$ cat config.mk
export PLATFORM = sky130hd
export DESIGN_NAME = ct_f_spsram_access_ctrl
export DESIGN_NICKNAME = d
export VERILOG_FILES = /design/src/rtl/ct_f_spsram_access_ctrl_pkg.sv /design/src/rtl/ct_f_spsram_rsp_hold.sv /design/src/rtl/ct_f_spsram_access_ctrl.sv
export SDC_FILE = /design/constraint.sdc
export NUM_CORES = 1
export LEC_CHECK = 0
export BUFFER_PORTS_ARGS = -buffer_cell sky130_fd_sc_hd__buf_2
export CAP_MARGIN = 20
export CELL_PAD_IN_SITES_DETAIL_PLACEMENT = 0
export CELL_PAD_IN_SITES_GLOBAL_PLACEMENT = 1
export CORE_AREA = 5 5 205 207
export CTS_CLUSTER_SIZE = 30
export DETAILED_ROUTE_END_ITERATION = 16
export DIE_AREA = 0 0 210 212
export PLACE_DENSITY = 0.56
export RECOVER_POWER = 25
export SETUP_SLACK_MARGIN = 0.2
export SKIP_CTS_REPAIR_TIMING = 1
export SLEW_MARGIN = 25
export SYNTH_ARGS = -nofsm -noshare
export SYNTH_HDL_FRONTEND = slang
export SYNTH_SLANG_ARGS = --single-unit
$ cat constraint.sdc
create_clock -name forever_cpuclk -period 3.66 [get_ports forever_cpuclk]
set_input_delay 0.366 -clock forever_cpuclk [delete_from_list [all_inputs] [get_ports forever_cpuclk]]
set_output_delay 0.366 -clock forever_cpuclk [all_outputs]
set_load 0.005 [all_outputs]
$ cat src/rtl/ct_f_spsram_access_ctrl_pkg.sv
// Shared encodings for the single-port SRAM access controller:
// FSM states and the active-low SRAM control levels.
package ct_f_spsram_access_ctrl_pkg;

  typedef enum logic {
    ST_INIT = 1'b0,
    ST_IDLE = 1'b1
  } state_e;

  localparam logic CEN_ON  = 1'b0;
  localparam logic GWEN_WR = 1'b0;

endpackage

$ cat src/rtl/ct_f_spsram_rsp_hold.sv
// Read-response register: presents live SRAM Q the cycle after a read and
// captures it into a holding register while the consumer back-pressures.
module ct_f_spsram_rsp_hold #(
  parameter int DATA_WIDTH = 84
) (
  input  logic                  clk_i,
  input  logic                  rst_ni,
  input  logic                  rd_fire_i,
  input  logic                  rsp_rdy_i,
  input  logic [DATA_WIDTH-1:0] sram_q_i,
  output logic                  rsp_vld_o,
  output logic [DATA_WIDTH-1:0] rsp_rdata_o
);

  logic                  rsp_vld_q;
  logic                  rsp_from_q_q;
  logic [DATA_WIDTH-1:0] hold_q;

  // Q is only guaranteed for one cycle, so a stalled response is parked in hold_q.
  always_ff @(posedge clk_i or negedge rst_ni) begin
    if (!rst_ni) begin
      rsp_vld_q    <= 1'b0;
      rsp_from_q_q <= 1'b0;
      hold_q       <= '0;
    end else if (rd_fire_i) begin
      rsp_vld_q    <= 1'b1;
      rsp_from_q_q <= 1'b1;
    end else if (rsp_vld_q && rsp_rdy_i) begin
      rsp_vld_q    <= 1'b0;
    end else if (rsp_vld_q && rsp_from_q_q) begin
      hold_q       <= sram_q_i;
      rsp_from_q_q <= 1'b0;
    end
  end

  assign rsp_vld_o   = rsp_vld_q;
  assign rsp_rdata_o = rsp_from_q_q ? sram_q_i : hold_q;

endmodule

$ cat src/rtl/ct_f_spsram_access_ctrl.sv
// Initiator-side controller for a single-port SRAM macro: zero-fills the
// array after reset, then serves valid/ready read and masked-write requests.
module ct_f_spsram_access_ctrl
  import ct_f_spsram_access_ctrl_pkg::*;
#(
  parameter int ADDR_WIDTH = 12,
  parameter int DATA_WIDTH = 84,
  parameter int INIT_EN    = 1
) (
  input  logic                  forever_cpuclk,
  input  logic                  cpurst_b,
  input  logic                  req_vld,
  output logic                  req_rdy,
  input  logic                  req_wr,
  input  logic [ADDR_WIDTH-1:0] req_addr,
  input  logic [DATA_WIDTH-1:0] req_wdata,
  input  logic [DATA_WIDTH-1:0] req_wmask,
  output logic                  rsp_vld,
  input  logic                  rsp_rdy,
  output logic [DATA_WIDTH-1:0] rsp_rdata,
  output logic                  init_done,
  output logic [ADDR_WIDTH-1:0] sram_a,
  output logic                  sram_cen,
  output logic                  sram_gwen,
  output logic [DATA_WIDTH-1:0] sram_wen,
  output logic [DATA_WIDTH-1:0] sram_d,
  input  logic [DATA_WIDTH-1:0] sram_q
);

  localparam state_e RST_ST = (INIT_EN != 0) ? ST_INIT : ST_IDLE;

  state_e                state_q, state_d;
  logic [ADDR_WIDTH-1:0] init_cnt_q, init_cnt_d;
  logic                  fire;
  logic                  rd_fire;

  always_ff @(posedge forever_cpuclk or negedge cpurst_b) begin
    if (!cpurst_b) begin
      state_q    <= RST_ST;
      init_cnt_q <= '0;
    end else begin
      state_q    <= state_d;
      init_cnt_q <= init_cnt_d;
    end
  end

  always_comb begin
    state_d    = state_q;
    init_cnt_d = init_cnt_q;
    req_rdy    = 1'b0;
    fire       = 1'b0;
    sram_cen   = ~CEN_ON;
    sram_gwen  = ~GWEN_WR;
    sram_wen   = '1;
    sram_a     = req_addr;
    sram_d     = req_wdata;
    case (state_q)
      ST_INIT: begin
        sram_a   = init_cnt_q;
        sram_d   = '0;
        sram_wen = '0;
        // Gated by reset so the macro is released the instant reset asserts.
        if (cpurst_b) begin
          sram_cen  = CEN_ON;
          sram_gwen = GWEN_WR;
        end
        init_cnt_d = init_cnt_q + 1'b1;
        if (init_cnt_q == '1) state_d = ST_IDLE;
      end
      ST_IDLE: begin
        req_rdy   = !rsp_vld || rsp_rdy;
        fire      = req_vld && req_rdy;
        sram_cen  = !fire;
        sram_gwen = !(fire && req_wr);
        sram_wen  = (fire && req_wr) ? ~req_wmask : '1;
      end
      default: ;
    endcase
  end

  assign init_done = (state_q == ST_IDLE);
  assign rd_fire   = fire && !req_wr;

  ct_f_spsram_rsp_hold #(
    .DATA_WIDTH (DATA_WIDTH)
  ) u_rsp_hold (
    .clk_i       (forever_cpuclk),
    .rst_ni      (cpurst_b),
    .rd_fire_i   (rd_fire),
    .rsp_rdy_i   (rsp_rdy),
    .sram_q_i    (sram_q),
    .rsp_vld_o   (rsp_vld),
    .rsp_rdata_o (rsp_rdata)
  );

endmodule

Word level (Yosys, flattened, before mapping) --
Index checks and enable logic that the tools add are counted.
Cells by class: add/subtract/negate cells 1, multipliers 0, divide/modulo/power cells 0, magnitude comparators 0, equal/unequal tests 2, shift-type cells 0, muxes and demuxes 17, bitwise gates (word level) 4, reductions and logical operators 14
Operator list (count):
- 84-bit 2-to-1 mux | 3
- 84-bit case mux with 2 select lines | 1
- 84-bit NOT | 1
- 12-bit by 1-bit adder with 12-bit output (second input constant) | 1
- 12-bit equality test (second input constant) | 1
- 12-bit 2-to-1 mux | 1
- 1-bit 2-to-1 mux | 10
- 1-bit logical AND | 5
- 1-bit zero test | 4
- 1-bit case mux with 2 select lines | 2
- 2-bit nonzero test | 2
- 1-bit NOT | 3
- 3-bit AND reduction | 1
- 2-bit != test (second input constant) | 1
- 2-bit AND reduction | 1
- 1-bit logical OR | 1
Word-level totals: register bits 99, latch bits 0, RAM bits 0, memory bits (read-only) 0, input bits 269, output and inout port bits 269, logic and storage cells 43, memories kept 0

Longest topological paths before layout --
Gate-level depths: netlist of run 1.
word-level depth 7, mapped depth 5, depth with buffers taken out 4

Modules after synthesis --
Synthesis of run 1 repeated with hierarchy kept, for this count alone.
Second synthesis, totals: cells, all modules 542, area, all modules 6596.3 sq um
Modules (own cells, without submodules):
- ct_f_spsram_rsp_hold | instances 1, cells an instance 277, area each 4505.6 sq um
- ct_f_spsram_access_ctrl | instances 1, cells an instance 265, area each 2090.8 sq um

Worst setup path after synthesis of run 1 --
Ideal clock, no wire load.
path type flip-flop to output port, start reg u_rsp_hold.rsp_vld_q (netlist: u_rsp_hold.rsp_vld_o), end out sram_wen[23], arrival 1.188 ns, required time 3.294 ns, path slack 2.106 ns, stages on the path, launching flop included 6, path through dfrtp_1 nor2b_4 o21ai_2 buf_2 clkbuf_1 o21ai_0
Between the ends: longest elaborated chain between the ends 6
RTL lines:
- start: declaration | RTL line ct_f_spsram_rsp_hold.sv:15 | logic rsp_vld_q;
- start signal: assignment | RTL line ct_f_spsram_rsp_hold.sv:22 | rsp_vld_q <= 1'b0;
- start signal: assignment | RTL line ct_f_spsram_rsp_hold.sv:26 | rsp_vld_q <= 1'b1;
- start signal: assignment | RTL line ct_f_spsram_rsp_hold.sv:29 | rsp_vld_q <= 1'b0;
- 1-bit zero test | RTL line ct_f_spsram_access_ctrl.sv:71 | req_rdy = !rsp_vld || rsp_rdy;
- 1-bit logical OR | RTL line ct_f_spsram_access_ctrl.sv:71
- 1-bit logical AND | RTL line ct_f_spsram_access_ctrl.sv:72 | fire = req_vld && req_rdy;
- 1-bit logical AND | RTL line ct_f_spsram_access_ctrl.sv:75 | sram_wen = (fire && req_wr) ? ~req_wmask : '1;
- 84-bit 2-to-1 mux | RTL line ct_f_spsram_access_ctrl.sv:75
- 84-bit case mux with 2 select lines | RTL line ct_f_spsram_access_ctrl.sv:57 | case (state_q)
- end: declaration | RTL line ct_f_spsram_access_ctrl.sv:25 | output logic [DATA_WIDTH-1:0] sram_wen,
Every way passes these cells.

Worst setup path after layout of run 1 --
start reg u_rsp_hold.rsp_vld_q (netlist: u_rsp_hold.rsp_vld_o), end out sram_wen[83]
The elaborated chain is that of the path after synthesis.

==> results.txt, run 1 <==
Number of global-route vias before repair: 6635
WL/cell: 22.16 um
Slew margin rel.: -16.62%
Port buffer count: 537
Syn Nets: 817
Post-synthesis mux area share: 35.74%
Starting Density: 15.68%
First-pass GRT wire length: 48310 um
CTS Buf Count: 9
Slowest-stage cell, CP: o21ai_4
Vias per Instance: 4.049
Kind of critical path: flip-flop to output port
CTS tree: built
Grt ovf: 0
Buf/Inv on CP: 2
Post-synthesis sequential area ratio: 39.32%
Core ar.: 40180 sq um
Clock buffer depth: 2
Mean Syn Cell Area: 11.52 sq um
CP startpoint: u_rsp_hold.rsp_vld_o
CTS root buf: clkbuf_16
DRC Markers: 0
Hold Path Origin: req_wr
Synth Cell Area: 6301 sq um
Vias: 6462
Adder-cell share of the synthesized area: 0.1986%
Peak supply drop: 0.2707 mV
Failing checks: max-capacitance violations, max-slew violations
Synth top area share: 39.32%
RSZ-0062 raised after global routing: false
Cell Chain, Critical Path: nor2b_1 -> o21ai_4 -> buf_4 -> o21ai_0 -> buf_2
Hold Vio Cnt, Final: 0
Initial drt markers: 299
Combinational share of power: 8.6%
Placed inst area: 9495 sq um
Outcome: complete, but fails checks
Met3 usage: 7.584%
#FFs+latches synth: 99
EDFF count, synth: 0
Area delta synth->final: 55.98%
Top cells by area, synth: dfrtp_1, mux2_2, mux2_4
Worst-margin pin slew: 1749 ps
CTS H-tree depth: 3
Maxcap violations: 1
Global route hottest layer: met2
Largest net degree at the start of global routing: 107
Commonest cells post-synth: mux2_2, dfrtp_1, o21ai_0
Count leader, synth: mux2_2
Cell Int Power: 1.816 mW
Largest family of logic cells by synthesized area: multiplexers
Final core occ: 24.46%
Top cell family by delay on the critical path: compound AO/OA/AOI/OAI gates
Slew Limit Fails: 31
Cell area after layout: 9828 sq um
Die width: 210 um
GR Layer Usage met2: 25.39%
Pre-antenna DRT Iters: 4
Ys Warns: 0
Worst Setup End Kind: output port
Clock share of power: 45.1%
Post-DRT Antenna Nets: 0
I/O pin cnt: 538
Sequential Power Share: 46.2%
Worst Path Required: 3290 ps
# clock sinks: 99
Share of post-route cells with drive strength above 1: 70.47%
Die H: 212 um
Synth Area in Simple Gates: 11.28%
Setup tns final: 0 ps
Cell Pwr Density: 240.6 nW/um^2
Max incr delay on CP: 680 ps
Critical Path AT: 2460 ps
Initial antenna violation count: 31
Die footprint: 44520 sq um
Final worst-path cycle share: 77.19%
Synth Area in XOR/XNOR: 1.529%
Clock latency at the later pin of the worst-skew pair: 370 ps
R2R Path Start: u_rsp_hold.rsp_vld_o
Post-synth ARST share: 100.0%
Peak Freq: 354.0 MHz
Worst setup SP type: flip-flop
Synth Flop Type: dfrtp_1
Setup violations, final: 0
GP Congestion: 0.9414
Post-synth cell types: 32
Total GRT Usage: 15.03%
Met1 usage: 16.44%
Switching Power: 0.5484 mW
CTS clock-pin slew for the worst setup and hold paths: 70 ps
Final Skew: 10.15 ps
WL final: 35370 um
Estimated wirelength of the detail-placed design: 30080 um
Minimum clock period: 2825 ps
FP Rows: 74
Worst min path class: input pin to flip-flop
LEAKAGE: 5.956 nW
Sw Share: 23.19%
Crit Path Max Fanout: 33
Area leader, netlist: dfrtp_1
Fin nets: 1325
Compound-Gate Fraction of Synth Area: 7.307%
Mapped Cells: 547
==> kinds of logic after synthesis <==
logic type	after synthesis
flops	99
xor+xnor	11
buf+inv	52
compound gates	90
mux	180
simple gates	114
fa+ha+maj	1
==> stage by stage <==
stage / total power, mW / cells / hold WS, ps / setup WS (ps)
floorplan: 1.120 / 547 / 70.41 / 2106
global placement: 1.321 / 1575 / 321.9 / 1277
detailed placement: 1.323 / 1575 / 317.0 / 1215
CTS: 2.424 / 1591 / -102.2 / 846.6
global route: 2.485 / 1595 / 214.8 / 368.2
finish: 2.364 / 1596 / 202.5 / 835.0
==> cell usage in the layout, fill, tap and decap left out, types with 6 or more instances in the layout <==
cell,instances
buf_2,535
mux2_2,120
dfrtp_1,97
o21ai_0,86
and2_1,84
mux2_4,60
clkbuf_16,9
nand2_1,8
xnor2_1,6
==> state kept, by name, indices dropped and copies added (netlist names) <==
name and flops:
u_rsp_hold.rsp_vld_o 1, u_rsp_hold.hold_q 84, init_done 1, u_rsp_hold.rsp_from_q_q 1
init_cnt_q 12
==> path summary, 6_finish.rpt <==
| path | slack (ps) | depth (start not counted) | end |
|---|---|---|---|
| max reg2reg | 1360 | 4 | u_rsp_hold.hold_q[24] |
| max in group asynchronous | 1010 | 3 | u_rsp_hold.rsp_from_q_q |
| min in group asynchronous | 460 | 2 | u_rsp_hold.hold_q[56] |
| min | 200 | 2 | u_rsp_hold.rsp_vld_o |
| max | 830 | 5 | sram_wen[83] |
| min reg2reg | 500 | 1 | u_rsp_hold.hold_q[78] |
==> power by group through the flow <==
stage          clock network [mW]  logic [mW]  registers [mW]
3_3_place_gp                    0       0.207            1.11
2_1_floorplan                   0     0.00471            1.11
4_1_cts                      1.12       0.209            1.09
6_report                     1.07       0.204            1.09
5_1_grt                      1.17       0.227            1.09
3_5_place_dp                    0       0.209            1.11
==> area by class of cell <==
| cell class | count | area, sq um |
|---|---|---|
| antenna | 4 | 10.01 |
| fill | 4462 | 30360 |
| tap | 532 | 665.6 |
| inverter | 2 | 7.507 |
| timing repair buffer | 547 | 2798 |
| clock inverter | 6 | 88.84 |
| sequential | 99 | 2482 |
| clock buffer | 10 | 239.0 |
| multi-input combinational | 396 | 3537 |
==> routing by layer <==
metal | wire [um] | vias to the layer above | part of all wire (%)
met4 | 1257 | 40 | 3.6
met2 | 17020 | 336 | 48
li1 | - | 2930 | -
met3 | 3980 | 79 | 11
met5 | 234 | - | 0.66
met1 | 12880 | 3077 | 36
Note: power is estimated with default switching activity, not from simulation.
==> run 2, diff against run 1 <==
--- a/config.mk
+++ b/config.mk
@@ -9,10 +9,10 @@
 export CAP_MARGIN = 20
 export CELL_PAD_IN_SITES_DETAIL_PLACEMENT = 0
 export CELL_PAD_IN_SITES_GLOBAL_PLACEMENT = 1
-export CORE_AREA = 5 5 205 207
+export CORE_AREA = 5 5 206 208
 export CTS_CLUSTER_SIZE = 30
 export DETAILED_ROUTE_END_ITERATION = 16
-export DIE_AREA = 0 0 210 212
+export DIE_AREA = 0 0 211 213
 export PLACE_DENSITY = 0.56
 export RECOVER_POWER = 25
 export SETUP_SLACK_MARGIN = 0.2
==> constraint.sdc (replaced) <==
create_clock -name forever_cpuclk -period 2.8 [get_ports forever_cpuclk]
set_input_delay 0.28 -clock forever_cpuclk [delete_from_list [all_inputs] [get_ports forever_cpuclk]]
set_output_delay 0.28 -clock forever_cpuclk [all_outputs]
set_load 0.005 [all_outputs]
==> results.txt, run 2 (synthesis gave the netlist of run 1 again) <==
Most common cell after layout, fill and taps aside: buf_2 (unchanged)
GP Congestion: 0.9684 (was 0.9414)
Worst Setup End Kind: output port (unchanged)
Minimum clock period: 2413 ps
CTS root buf: clkbuf_16 (unchanged)
DRC Markers: 0 (unchanged)
Cell Pwr Density: 313.5 nW/um^2 (was 240.6 nW/um^2)
Slowest-stage cell, CP: dfrtp_1 (was o21ai_4)
WL final: 33770 um (was 35370 um)
Cell area after layout: 9837 sq um (was 9828 sq um)
CP startpoint: u_rsp_hold.rsp_vld_o (unchanged)
Fin nets: 1328 (was 1325)
R2r worst-path depth: 3 (was 4)
Hold Path Stages: 2 (unchanged)
Buf/Inv on CP: 3 (was 2)
Share of post-route cells with drive strength above 1: 70.46% (was 70.47%)
Total GRT Usage: 14.13% (was 15.03%)
Hold Path End: u_rsp_hold.hold_q[20] (was u_rsp_hold.rsp_vld_o)
Pre-antenna DRT Iters: 6 (was 4)
Critical Path AT: 2130 ps (was 2460 ps)
Grt ovf: 0 (unchanged)
Worst min path class: input pin to flip-flop (unchanged)
Cell Chain, Critical Path: nor2b_4 -> o21ai_4 -> buf_4 -> buf_6 -> o21ai_0 -> buf_2 (was nor2b_1 -> o21ai_4 -> buf_4 -> o21ai_0 -> buf_2)
Clock latency at the later pin of the worst-skew pair: 360 ps (was 370 ps)
Peak Freq: 414.4 MHz
Reg2reg end: u_rsp_hold.hold_q[58] (was u_rsp_hold.hold_q[24])
Area delta synth->final: 56.12% (was 55.98%)
Hold Vio Cnt, Final: 0 (unchanged)
Largest net degree at the start of global routing: 100 (was 107)
Max incr delay on CP: 400 ps (was 680 ps)
Setup violations, final: 0 (unchanged)
Final Skew: 16.16 ps (was 10.15 ps)
Final worst-path cycle share: 86.18%
First-pass GRT wire length: 46530 um (was 48310 um)
WP depth: 6 (was 5)
# clock sinks: 99 (unchanged)
Slew margin rel.: 1.926% (was -16.62%)
Hold_ws: 157.0 ps (was 202.5 ps)
Maxcap violations: 0 (was 1)
Top reg by flops: u_rsp_hold.hold_q (unchanged)
CTS Buf Count: 9 (unchanged)
Largest register FFs: 84 (unchanged)
Number of global-route vias before repair: 6681 (was 6635)
Peak supply drop: 0.2297 mV (was 0.2707 mV)
Vias: 6428 (was 6462)
Die width: 211 um (was 210 um)
Core ar.: 40370 sq um (was 40180 sq um)
CTS tree: built (unchanged)
RSZ-0062 raised after global routing: false (unchanged)
Worst setup SP type: flip-flop (unchanged)
Clock buffer depth: 2 (unchanged)
Top cell family by delay on the critical path: buffers and inverters (was compound AO/OA/AOI/OAI gates)
Commonest cells after routing, fill and taps aside: buf_2, mux2_2, dfrtp_1 (unchanged)
Post-DRT Antenna Nets: 0 (unchanged)
Setup tns final: 0 ps (unchanged)
Starting Density: 15.61% (was 15.68%)
I/O pin cnt: 538 (unchanged)
CTS H-tree depth: 3 (unchanged)
Worst-margin pin slew: 1471 ps (was 1749 ps)
Initial drt markers: 230 (was 299)
FP Rows: 74 (unchanged)
Worst Path Required: 2520 ps (was 3290 ps)
R2R Path Start: u_rsp_hold.rsp_from_q_q (was u_rsp_hold.rsp_vld_o)
Hold Path Origin: sram_q[20] (was req_wr)
CTS clock-pin slew for the worst setup and hold paths: 80 ps (was 70 ps)
Die H: 213 um (was 212 um)
Outcome: finished clean (was complete, but fails checks)
Largest regs: u_rsp_hold.hold_q: 84 flops, init_cnt_q: 12 flops (unchanged)
Vias per Instance: 4.025 (was 4.049)
Crit Path Max Fanout: 50 (was 33)
Die footprint: 44940 sq um (was 44520 sq um)
Estimated wirelength of the detail-placed design: 28790 um (was 30080 um)
LEAKAGE: 5.958 nW (was 5.956 nW)
Reg2Reg Setup Slack: 430 ps (was 1360 ps)
WL/cell: 21.14 um (was 22.16 um)
Kind of critical path: flip-flop to output port (unchanged)
Initial antenna violation count: 11 (was 31)
Slew Limit Fails: 0 (was 31)
Placed inst area: 9525 sq um (was 9495 sq um)
Port buffer count: 537 (unchanged)
==> run 2: metal layers <==
layer	share of wire, %	track usage (%)
met5	0.23	0
met4	4.9	6.327
met3	8.4	5.436
met2	47	23.50
met1	39	16.16
==> run 2: worst max-delay path by stage <==
| stage | to | slack (ps) |
|---|---|---|
| 2_1_floorplan | sram_wen[23] | 1330 |
| 3_3_place_gp | sram_wen[68] | 780 |
| 3_5_place_dp | sram_wen[36] | 650 |
| 4_1_cts | sram_wen[36] | 240 |
| 5_1_grt | sram_wen[36] | 220 |
| 6_report | sram_wen[34] | 390 |
==> run 2: area by class of cell <==
type                       instances  area (sq um)
fill                            4461         30530
inverter                           2         7.507
sequential                        99          2481
multi-input combinational        396          3537
clock inverter                     5         86.33
tap                              532         665.6
timing repair buffer             550          2811
clock buffer                      11         242.7
antenna                            2         5.005
==> run 2: per-stage QoR <==
step	instances	power, mW	utilization, %	setup slack, ps
6_report	1597	3.084	24.37	387.0
5_1_grt	1595	3.223	24.36	218.0
3_5_place_dp	1579	1.711	23.60	654.0
4_1_cts	1595	3.157	24.41	237.0
2_1_floorplan	547	1.463	-	1332
3_3_place_gp	1579	1.709	23.60	779.9
==> run 2: power breakdown <==
group	switching, mW	total, mW	internal (mW)
Combinational	0.112	0.248	0.135
Sequential	0	1.43	1.43
Clock	0.592	1.41	0.815
Total	0.704	3.08	2.38
